File: config.mk
export PLATFORM = sky130hd
export DESIGN_NAME = ball_motion_gen
export DESIGN_NICKNAME = d
export VERILOG_FILES = /design/src/rtl/ball_motion_gen_pkg.sv /design/src/rtl/ball_motion_gen_vsync_edge.sv /design/src/rtl/ball_motion_gen.sv
export SDC_FILE = /design/constraint.sdc
export NUM_CORES = 1
export LEC_CHECK = 0
export ABC_CLOCK_PERIOD_IN_PS = 5000
export CORE_ASPECT_RATIO = 1.4
export CORE_MARGIN = 2
export CORE_UTILIZATION = 45
export DETAILED_ROUTE_END_ITERATION = 8
export HOLD_SLACK_MARGIN = 0.15
export SKIP_LAST_GASP = 1
export SLEW_MARGIN = 30
export SYNTH_ARGS = -nofsm -noshare
export SYNTH_HDL_FRONTEND = slang
export SYNTH_SLANG_ARGS = --single-unit
File: constraint.sdc
create_clock -name CLK -period 5 [get_ports CLK]
set_input_delay 1 -clock CLK [delete_from_list [all_inputs] [get_ports CLK]]
set_output_delay 1 -clock CLK [all_outputs]
set_load 0.02 [all_outputs]
File: src/rtl/ball_motion_gen_pkg.sv
// Shared constants, state encoding and per-axis bounce helper for the ball
// motion generator and the drawing stage that renders the ball.
package ball_motion_gen_pkg;

    localparam int unsigned H_ACTIVE_DEF     = 640;
    localparam int unsigned V_ACTIVE_DEF     = 480;
    localparam int unsigned RADIUS_DEF       = 20;
    localparam int unsigned SERVE_FRAMES_DEF = 60;

    localparam int unsigned XMIN_DEF = RADIUS_DEF;
    localparam int unsigned XMAX_DEF = H_ACTIVE_DEF - 1 - RADIUS_DEF;
    localparam int unsigned YMIN_DEF = RADIUS_DEF;
    localparam int unsigned YMAX_DEF = V_ACTIVE_DEF - 1 - RADIUS_DEF;

    // Direction bit: 1 moves towards larger coordinates (right / down).
    localparam logic DIR_INC = 1'b1;
    localparam logic DIR_DEC = 1'b0;

    typedef enum logic [1:0] {
        ST_SERVE = 2'd0,
        ST_RUN   = 2'd1,
        ST_HOLD  = 2'd2
    } ball_state_e;

    typedef struct packed {
        logic [11:0] pos;
        logic        dir;
        logic        hit;
    } axis_t;

    // One frame of motion on one axis, clamping to the wall and reversing on contact.
    function automatic axis_t axis_move(input logic [11:0] pos,
                                        input logic        dir,
                                        input logic [11:0] step,
                                        input logic [11:0] lo,
                                        input logic [11:0] hi);
        axis_t r;
        r.pos = pos;
        r.dir = dir;
        r.hit = 1'b0;
        if (dir == DIR_INC) begin
            if (pos + step > hi) begin
                r.pos = hi;
                r.dir = DIR_DEC;
                r.hit = 1'b1;
            end else begin
                r.pos = pos + step;
            end
        end else begin
            if (pos < lo + step) begin
                r.pos = lo;
                r.dir = DIR_INC;
                r.hit = 1'b1;
            end else begin
                r.pos = pos - step;
            end
        end
        return r;
    endfunction

endpackage

File: src/rtl/ball_motion_gen_vsync_edge.sv
// Frame tick generator: one-cycle pulse on each falling edge of VSYNC.
module vsync_edge (
    input  logic CLK,
    input  logic RESET,
    input  logic VSYNC,
    output logic tick
);

    logic vsync_d_q;

    // NOTE: flops use non-blocking assignment so every register samples pre-edge values.
    always_ff @(posedge CLK or negedge RESET) begin
        if (!RESET) begin
            vsync_d_q <= 1'b1;
        end else begin
            vsync_d_q <= VSYNC;
        end
    end

    // Combinational so the tick is seen on the same edge that samples the low VSYNC.
    assign tick = vsync_d_q & ~VSYNC;

endmodule

File: src/rtl/ball_motion_gen.sv
// Bouncing-ball position generator: serves from centre, then steps once per
// frame, reflecting off the active-area walls and pulsing a hit per axis.
module ball_motion_gen
    import ball_motion_gen_pkg::*;
#(
    parameter int unsigned H_ACTIVE     = H_ACTIVE_DEF,
    parameter int unsigned V_ACTIVE     = V_ACTIVE_DEF,
    parameter int unsigned RADIUS       = RADIUS_DEF,
    parameter int unsigned SERVE_FRAMES = SERVE_FRAMES_DEF
) (
    input  logic        CLK,
    input  logic        RESET,
    input  logic        VSYNC,
    input  logic [1:0]  SPEED,
    input  logic        PAUSE,
    output logic [10:0] center_x,
    output logic [10:0] center_y,
    output logic        hit_x,
    output logic        hit_y
);

    localparam logic [11:0] X_MIN = 12'(RADIUS);
    localparam logic [11:0] X_MAX = 12'(H_ACTIVE - 1 - RADIUS);
    localparam logic [11:0] Y_MIN = 12'(RADIUS);
    localparam logic [11:0] Y_MAX = 12'(V_ACTIVE - 1 - RADIUS);
    localparam logic [11:0] X_CTR = 12'(H_ACTIVE / 2);
    localparam logic [11:0] Y_CTR = 12'(V_ACTIVE / 2);

    localparam int unsigned        CNT_W      = (SERVE_FRAMES > 1) ? $clog2(SERVE_FRAMES) : 1;
    localparam logic [CNT_W-1:0]   SERVE_LAST = CNT_W'(SERVE_FRAMES - 1);

    logic tick;

    vsync_edge u_vsync_edge (
        .CLK   (CLK),
        .RESET (RESET),
        .VSYNC (VSYNC),
        .tick  (tick)
    );

    ball_state_e      state_q, state_d;
    logic [CNT_W-1:0] serve_cnt_q, serve_cnt_d;
    logic [11:0]      pos_x_q, pos_x_d;
    logic [11:0]      pos_y_q, pos_y_d;
    logic             dir_x_q, dir_x_d;
    logic             dir_y_q, dir_y_d;
    logic             hit_x_q, hit_x_d;
    logic             hit_y_q, hit_y_d;

    logic [11:0]      step;
    axis_t            next_x;
    axis_t            next_y;

    always_comb begin
        // NOTE: every comb output gets a default first, so no path can infer a latch.
        state_d     = state_q;
        serve_cnt_d = serve_cnt_q;
        pos_x_d     = pos_x_q;
        pos_y_d     = pos_y_q;
        dir_x_d     = dir_x_q;
        dir_y_d     = dir_y_q;
        hit_x_d     = 1'b0;
        hit_y_d     = 1'b0;

        step   = 12'(SPEED) + 12'd1;
        next_x = axis_move(pos_x_q, dir_x_q, step, X_MIN, X_MAX);
        next_y = axis_move(pos_y_q, dir_y_q, step, Y_MIN, Y_MAX);

        unique case (state_q)
            ST_SERVE: begin
                pos_x_d = X_CTR;
                pos_y_d = Y_CTR;
                if (tick) begin
                    if (serve_cnt_q == SERVE_LAST) begin
                        state_d     = ST_RUN;
                        serve_cnt_d = '0;
                    end else begin
                        serve_cnt_d = serve_cnt_q + 1'b1;
                    end
                end
            end
            ST_RUN: begin
                if (PAUSE) begin
                    state_d = ST_HOLD;
                end else if (tick) begin
                    pos_x_d = next_x.pos;
                    dir_x_d = next_x.dir;
                    hit_x_d = next_x.hit;
                    pos_y_d = next_y.pos;
                    dir_y_d = next_y.dir;
                    hit_y_d = next_y.hit;
                end
            end
            ST_HOLD: begin
                if (!PAUSE) begin
                    state_d = ST_RUN;
                end
            end
            default: state_d = ST_SERVE;
        endcase
    end

    always_ff @(posedge CLK or negedge RESET) begin
        if (!RESET) begin
            state_q     <= ST_SERVE;
            serve_cnt_q <= '0;
            pos_x_q     <= X_CTR;
            pos_y_q     <= Y_CTR;
            dir_x_q     <= DIR_INC;
            dir_y_q     <= DIR_INC;
            hit_x_q     <= 1'b0;
            hit_y_q     <= 1'b0;
        end else begin
            state_q     <= state_d;
            serve_cnt_q <= serve_cnt_d;
            pos_x_q     <= pos_x_d;
            pos_y_q     <= pos_y_d;
            dir_x_q     <= dir_x_d;
            dir_y_q     <= dir_y_d;
            hit_x_q     <= hit_x_d;
            hit_y_q     <= hit_y_d;
        end
    end

    assign center_x = pos_x_q[10:0];
    assign center_y = pos_y_q[10:0];
    assign hit_x    = hit_x_q;
    assign hit_y    = hit_y_q;

endmodule

# Word-level counts from Yosys, hierarchy flattened
# Cells that the tools add are included.
dict set report op_classes {
  n_addsub 7
  magnitude_cmp 4
  n_eq_ne 9
  mux 28
  n_bitwise 3
  n_reduce_logical 6
}
# operator n
set ops {}
lappend ops {{$mux 12} 8}
lappend ops {{$pmux 12 s2} 2}
lappend ops {{$mux 14} 2}
lappend ops {{$add 12x3->12} 2}
lappend ops {{$sub 12x3->12} 2}
lappend ops {{$mux 2} 8}
lappend ops {{$gt 12x10->1 const B} 1}
lappend ops {{$gt 12x9->1 const B} 1}
lappend ops {{$lt 12x12->1} 1}
lappend ops {{$lt 12x6->1} 1}
lappend ops {{$ne 2x2->1 const B} 6}
lappend ops {{$add 5x3->6 const A} 1}
lappend ops {{$add 6x1->6 const B} 1}
lappend ops {{$eq 6x6->1 const B} 1}
lappend ops {{$mux 1} 6}
lappend ops {{$mux 6} 1}
lappend ops {{$pmux 2 s3} 1}
lappend ops {{$reduce_and 3->1} 2}
lappend ops {{$reduce_and 4->1} 1}
lappend ops {{$add 2x1->3 const B} 1}
lappend ops {{$eq 2x1->1 const B} 1}
lappend ops {{$eq 2x2->1 const B} 1}
lappend ops {{$logic_not 2->1} 1}
lappend ops {{$not 1->1} 2}
lappend ops {{other kinds (3)} 3}
dict set report totals {
  reg_bits 37
  elab_cells 66
}

# Longest topological paths before layout
dict set report depth {
  ltp_word 8
  ltp_mapped 12
  ltp_nobuf 11
}

# Modules after synthesis
# Synthesis repeated with hierarchy kept, for this count alone.
dict set report unflattened {
  cells_unflattened 408
  area_unflattened_um2 3425.8
}
# mod n_inst cells_each area_per_inst_um2 seq_area_each_um2
set modules_own_cells {}
lappend modules_own_cells {ball_motion_gen 1 406 3385.7 910.9}
lappend modules_own_cells {vsync_edge 1 2 40.0 26.3}

# Worst setup path after synthesis
# Ideal clock, no wire load.
dict set report synth_path {
  path_kind {input to register}
  startpoint {input SPEED[0]}
  endpoint {register pos_y_q[3]}
  setup_time_ns 0.121
  t_arrival_ns 3.434
  required_ns 4.879
  path_slack_ns 1.445
  path_stages 10
  n_path_buf 0
  path_cell_list {ha_1 > inv_1 > fa_1 > nor2_2 > o21ai_1 > or4_1 > o311ai_2 > o211ai_2 > o21bai_1 > a22o_1}
}
dict set report synth_between {
  elab_chain_len 8
  word_cells_on_any_way 12
}
# item line
set synth_lines {}
lappend synth_lines {{from (decl)} ball_motion_gen.sv:14} ;# input logic [1:0] SPEED,
lappend synth_lines {{$add 2x1->3 (*)} ball_motion_gen.sv:65} ;# step = 12'(SPEED) + 12'd1;
lappend synth_lines {{$add 12x3->12 or $add 5x3->6 (tied branches)} {ball_motion_gen_pkg.sv:42, ball_motion_gen_pkg.sv:47, ball_motion_gen_pkg.sv:50}}
lappend synth_lines {{$gt 12x9->1 or $lt 12x6->1 (tied branches)} {ball_motion_gen_pkg.sv:42, ball_motion_gen_pkg.sv:50}}
lappend synth_lines {{$mux 12 (on tied branches)} {ball_motion_gen_pkg.sv:42, ball_motion_gen_pkg.sv:50}}
lappend synth_lines {{$mux 14 (*)} ball_motion_gen_pkg.sv:41} ;# if (dir == DIR_INC) begin
lappend synth_lines {{$mux 12 (*)} ball_motion_gen.sv:85} ;# end else if (tick) begin
lappend synth_lines {{$mux 12 (*)} ball_motion_gen.sv:83} ;# if (PAUSE) begin
lappend synth_lines {{$pmux 12 s2 (*)} ball_motion_gen.sv:69} ;# unique case (state_q)
lappend synth_lines {{to (signal assigned)} ball_motion_gen.sv:117} ;# pos_y_q <= pos_y_d;
lappend synth_lines {{to (decl)} ball_motion_gen.sv:44} ;# logic [11:0] pos_y_q, pos_y_d;
# Every way passes the cells marked *; elsewhere a longest branch is shown, timed or not. The select of a mux whose other input is x is not followed.
# A chain may end at the register's enable or synchronous reset.

# Worst setup path after layout
dict set report layout_path {
  startpoint {input SPEED[0]}
  endpoint {register pos_x_q[2]}
}
dict set report layout_between {
  elab_chain_len 8
  word_cells_on_any_way 12
}
# item line
set layout_lines {}
lappend layout_lines {{$add 2x1->3 (*)} ball_motion_gen.sv:65}
lappend layout_lines {{$add 12x3->12 or $add 5x3->6 (tied branches)} {ball_motion_gen_pkg.sv:42, ball_motion_gen_pkg.sv:47, ball_motion_gen_pkg.sv:50}}
lappend layout_lines {{$gt 12x10->1 or $lt 12x12->1 (tied branches)} {ball_motion_gen_pkg.sv:42, ball_motion_gen_pkg.sv:50}}
lappend layout_lines {{$mux 12 (on tied branches)} {ball_motion_gen_pkg.sv:42, ball_motion_gen_pkg.sv:50}}
lappend layout_lines {{$mux 14 (*)} ball_motion_gen_pkg.sv:41}
lappend layout_lines {{$mux 12 (*)} ball_motion_gen.sv:85}
lappend layout_lines {{$mux 12 (*)} ball_motion_gen.sv:83}
lappend layout_lines {{$pmux 12 s2 (*)} ball_motion_gen.sv:69}
lappend layout_lines {{to (signal assigned)} ball_motion_gen.sv:116} ;# pos_x_q <= pos_x_d;
lappend layout_lines {{to (decl)} ball_motion_gen.sv:43} ;# logic [11:0] pos_x_q, pos_x_d;
# Marked as above.

==> results.sh <==
export IMPL_async_reset_ff_frac=1.00
export IMPL_worst_slack_ps=984
export IMPL_run_status="finished, final reports clean"
export IMPL_cts_hold_buf=0
export IMPL_ir_drop_v=0.000104
export IMPL_synth_top_area_frac=0.212
export IMPL_grt_pass1_vias=2839
export IMPL_gp_congestion=0.943
export IMPL_endpoint="pos_x_q[2]$_DFFE_PN0P_"
export IMPL_ys_ff_latch=37
export IMPL_start_util=0.470
export IMPL_grt_overflow=0
export IMPL_worstSkewPairLatency_ps=300
export IMPL_min_period_over_period=0.803
export IMPL_path_clk_slew_ps=80
export IMPL_slew_viol_final=0
export IMPL_rsz0062_at_grt="false"
export IMPL_hold_viol_final=0
export IMPL_synth_cell_type_count=65
export IMPL_synthTopCellsByArea="dfrtp_1 (21%), dfstp_2 (7.2%), ha_1 (6.4%)"
export IMPL_path_max_fanout=8
export IMPL_die_h_um=105
export IMPL_cts_sinks=37
export IMPL_postCtsSetupBuffers=0
export IMPL_drive_above_1_share=0.0896
export IMPL_io_buffers=29
export IMPL_syn_avg_cell_area_um2=8.11
export IMPL_die_w_um=76.4
export IMPL_fillerInstances=706
export IMPL_cts_tree="done"
export IMPL_io_pins=30
export IMPL_place_hpwl_um=6340
export IMPL_cap_viol_max_count=0
export IMPL_post_cts_resized=0
export IMPL_syn_inst=407
export IMPL_required_ps=5190
export IMPL_arrival_ps=4200
export IMPL_r2r_start="pos_x_q[1]$_DFFE_PN0P_"
export IMPL_dr_pass1_iters=5
export IMPL_startpoint_type="input pin"
export IMPL_numCtsBuffers=5
export IMPL_die_area_um2=8050
export IMPL_clock_path_buffers=2
export IMPL_fmax_mhz=249
export IMPL_power_leakage_nw=1.48
export IMPL_crit_path_start="SPEED[0]"
export IMPL_rr_endpoint="pos_x_q[2]$_DFFE_PN0P_"
export IMPL_ant_nets=0
export IMPL_synth_warnings=0
export IMPL_wl_per_cell_um=17.3
export IMPL_drcViolationCount=0
export IMPL_preCtsSetupSlack_ps=654
export IMPL_rows=36
export IMPL_core_area_um2=7030
export IMPL_cts_htree_levels=2
export IMPL_antenna_cells=0
export IMPL_final_nets=428
export IMPL_syn_area_um2=3300
export IMPL_ys_seq_area_frac=0.284
export IMPL_p_per_area_nw_per_um2=228
export IMPL_clock_skew_ps=11.2
export IMPL_routed_via_density=6.01
export IMPL_syn2layout_area_growth_pct=8.03
export IMPL_clockRootBuffer="clkbuf_8"
export IMPL_grt_usage=0.211
export IMPL_grt_pass1_wl_um=13800
export IMPL_crit_path_end_kind="register"
export IMPL_synth_largest_area_cell="dfrtp_1"
export IMPL_period_minus_slack_ps=4020
export IMPL_finalWirelength_um=8590
export IMPL_tightest_slew_ps=873
export IMPL_path_class="input pin to register"
export IMPL_synth_nets=434
export IMPL_synth_top_flop_cell="dfrtp_1"
export IMPL_reg2reg_slack_ps=2090
export IMPL_synth_edff_count=0
export IMPL_first_iter_violations=176
export IMPL_tns_ps=0
export IMPL_finalSetupViolCount=0
export IMPL_relSlewSlack=0.418
export IMPL_grt_max_degree=38
export IMPL_num_vias=2989
export IMPL_r2r_cells=8
export IMPL_antenna_found_initial=0
export IMPL_min_path_type="register to register"
final cells by class:
type / count / area, µm² / share of cell area
tap: 95 / 119 / 0.0333
clock buffer: 6 / 72.6 / 0.0203
inverter: 22 / 82.6 / 0.0231
timing repair buffer: 32 / 308 / 0.0863
sequential: 37 / 937 / 0.263
clock inverter: 2 / 38.8 / 0.0109
multi-input combinational: 303 / 2010 / 0.563
report_power, final:
| part | total [mW] | switching (mW) | internal (mW) |
|---|---|---|---|
| Sequential | 0.353 | 0.0311 | 0.322 |
| Clock | 0.269 | 0.119 | 0.150 |
| Combinational | 0.193 | 0.118 | 0.0744 |
| Total | 0.815 | 0.268 | 0.546 |
worst max-delay path: stages:
cell             delay, ps
clkdlybuf4s50_1        430
ha_1                   410
inv_1                  180
fa_1                   540
o21ba_2                270
nor4b_1                370
a31o_2                 220
and2_1                 300
nand2_1                190
o31ai_1                290
flip-flops by register name, indices dropped and copies added (netlist names):
signal	flops
dir_x_q	1
dir_y_q	1
hit_x	1
hit_y	1
pos_x_q	12
pos_y_q	12
serve_cnt_q	6
state_q	2
u_vsync_edge.vsync_d_q	1
synthesized netlist by cell type, types with 9 or more instances:
master	instances
nor2_1	33
clkbuf_1	13
o31ai_1	9
ha_1	17
nor3_1	17
xnor2_1	11
dfrtp_1	28
inv_1	22
buf_4	23
o21ai_0	26
dfstp_2	9
a21oi_1	28
nand2_1	37
through the flow:
stage | hold WS, ps | util | power [mW] | cell area [µm²] | cells
global route | 565 | 0.508 | 0.862 | 3570 | 497
detailed placement | 511 | 0.492 | 0.550 | 3460 | 489
CTS | 527 | 0.508 | 0.818 | 3570 | 497
global placement | 499 | 0.492 | 0.545 | 3460 | 489
floorplan | 472 | - | 0.482 | 3300 | 407
finish | 527 | 0.508 | 0.815 | 3570 | 497
cells by family (layout without fill, tap and decap cells):
group,Yosys count,count (layout),synth area share
buf+inv,67,62,0.108
simple gates,142,142,0.218
fa+ha+maj,21,21,0.0887
compound gates,121,121,0.252
xor+xnor,19,19,0.0504
flops,37,37,0.284
worst min path at each step:
stage,slack [ps],startpoint,depth (start not counted),endpoint
2_1_floorplan,470,serve_cnt_q[5]$_DFFE_PN0P_,1,serve_cnt_q[5]$_DFFE_PN0P_
3_3_place_gp,500,serve_cnt_q[1]$_DFFE_PN0P_,2,serve_cnt_q[1]$_DFFE_PN0P_
3_5_place_dp,510,serve_cnt_q[1]$_DFFE_PN0P_,2,serve_cnt_q[1]$_DFFE_PN0P_
4_1_cts,530,serve_cnt_q[5]$_DFFE_PN0P_,1,serve_cnt_q[5]$_DFFE_PN0P_
5_1_grt,570,serve_cnt_q[5]$_DFFE_PN0P_,1,serve_cnt_q[5]$_DFFE_PN0P_
6_report,530,serve_cnt_q[1]$_DFFE_PN0P_,2,serve_cnt_q[1]$_DFFE_PN0P_
cells in the final DEF (no fill, tap or decap), types with 3 or more instances in the layout:
cell type and n:
xnor2_1 11, o21a_1 4, and3_1 5, nand4_1 4, o21ai_0 26, buf_4 3
a21o_1 5, or3_1 3, or2_2 3, ha_1 17, nor3_1 17, nor2b_1 5
nor2_1 33, fa_1 4, nand3b_1 3, inv_1 22, clkdlybuf4s50_1 28, nand2_1 37
o31ai_1 9, clkbuf_8 5, dfstp_2 9, xor2_1 8, o211ai_1 3, a31oi_1 4
a22o_1 4, a31o_2 4, nor4_1 3, dfrtp_1 28, o21bai_1 4, nand3_1 8
nand2b_1 8, o41ai_1 3, a21oi_1 28
metal layers:
layer | part of all wire | routed length (µm) | track usage | up-vias
li1 | - | - | - | 1424
met3 | 0.030 | 259 | 0.0171 | 31
met4 | 0.046 | 391 | 0.121 | 0
met5 | 0 | 0 | 0 | -
met1 | 0.41 | 3510 | 0.240 | 1457
met2 | 0.52 | 4430 | 0.386 | 77
Power figures use the tool's default switching activity.
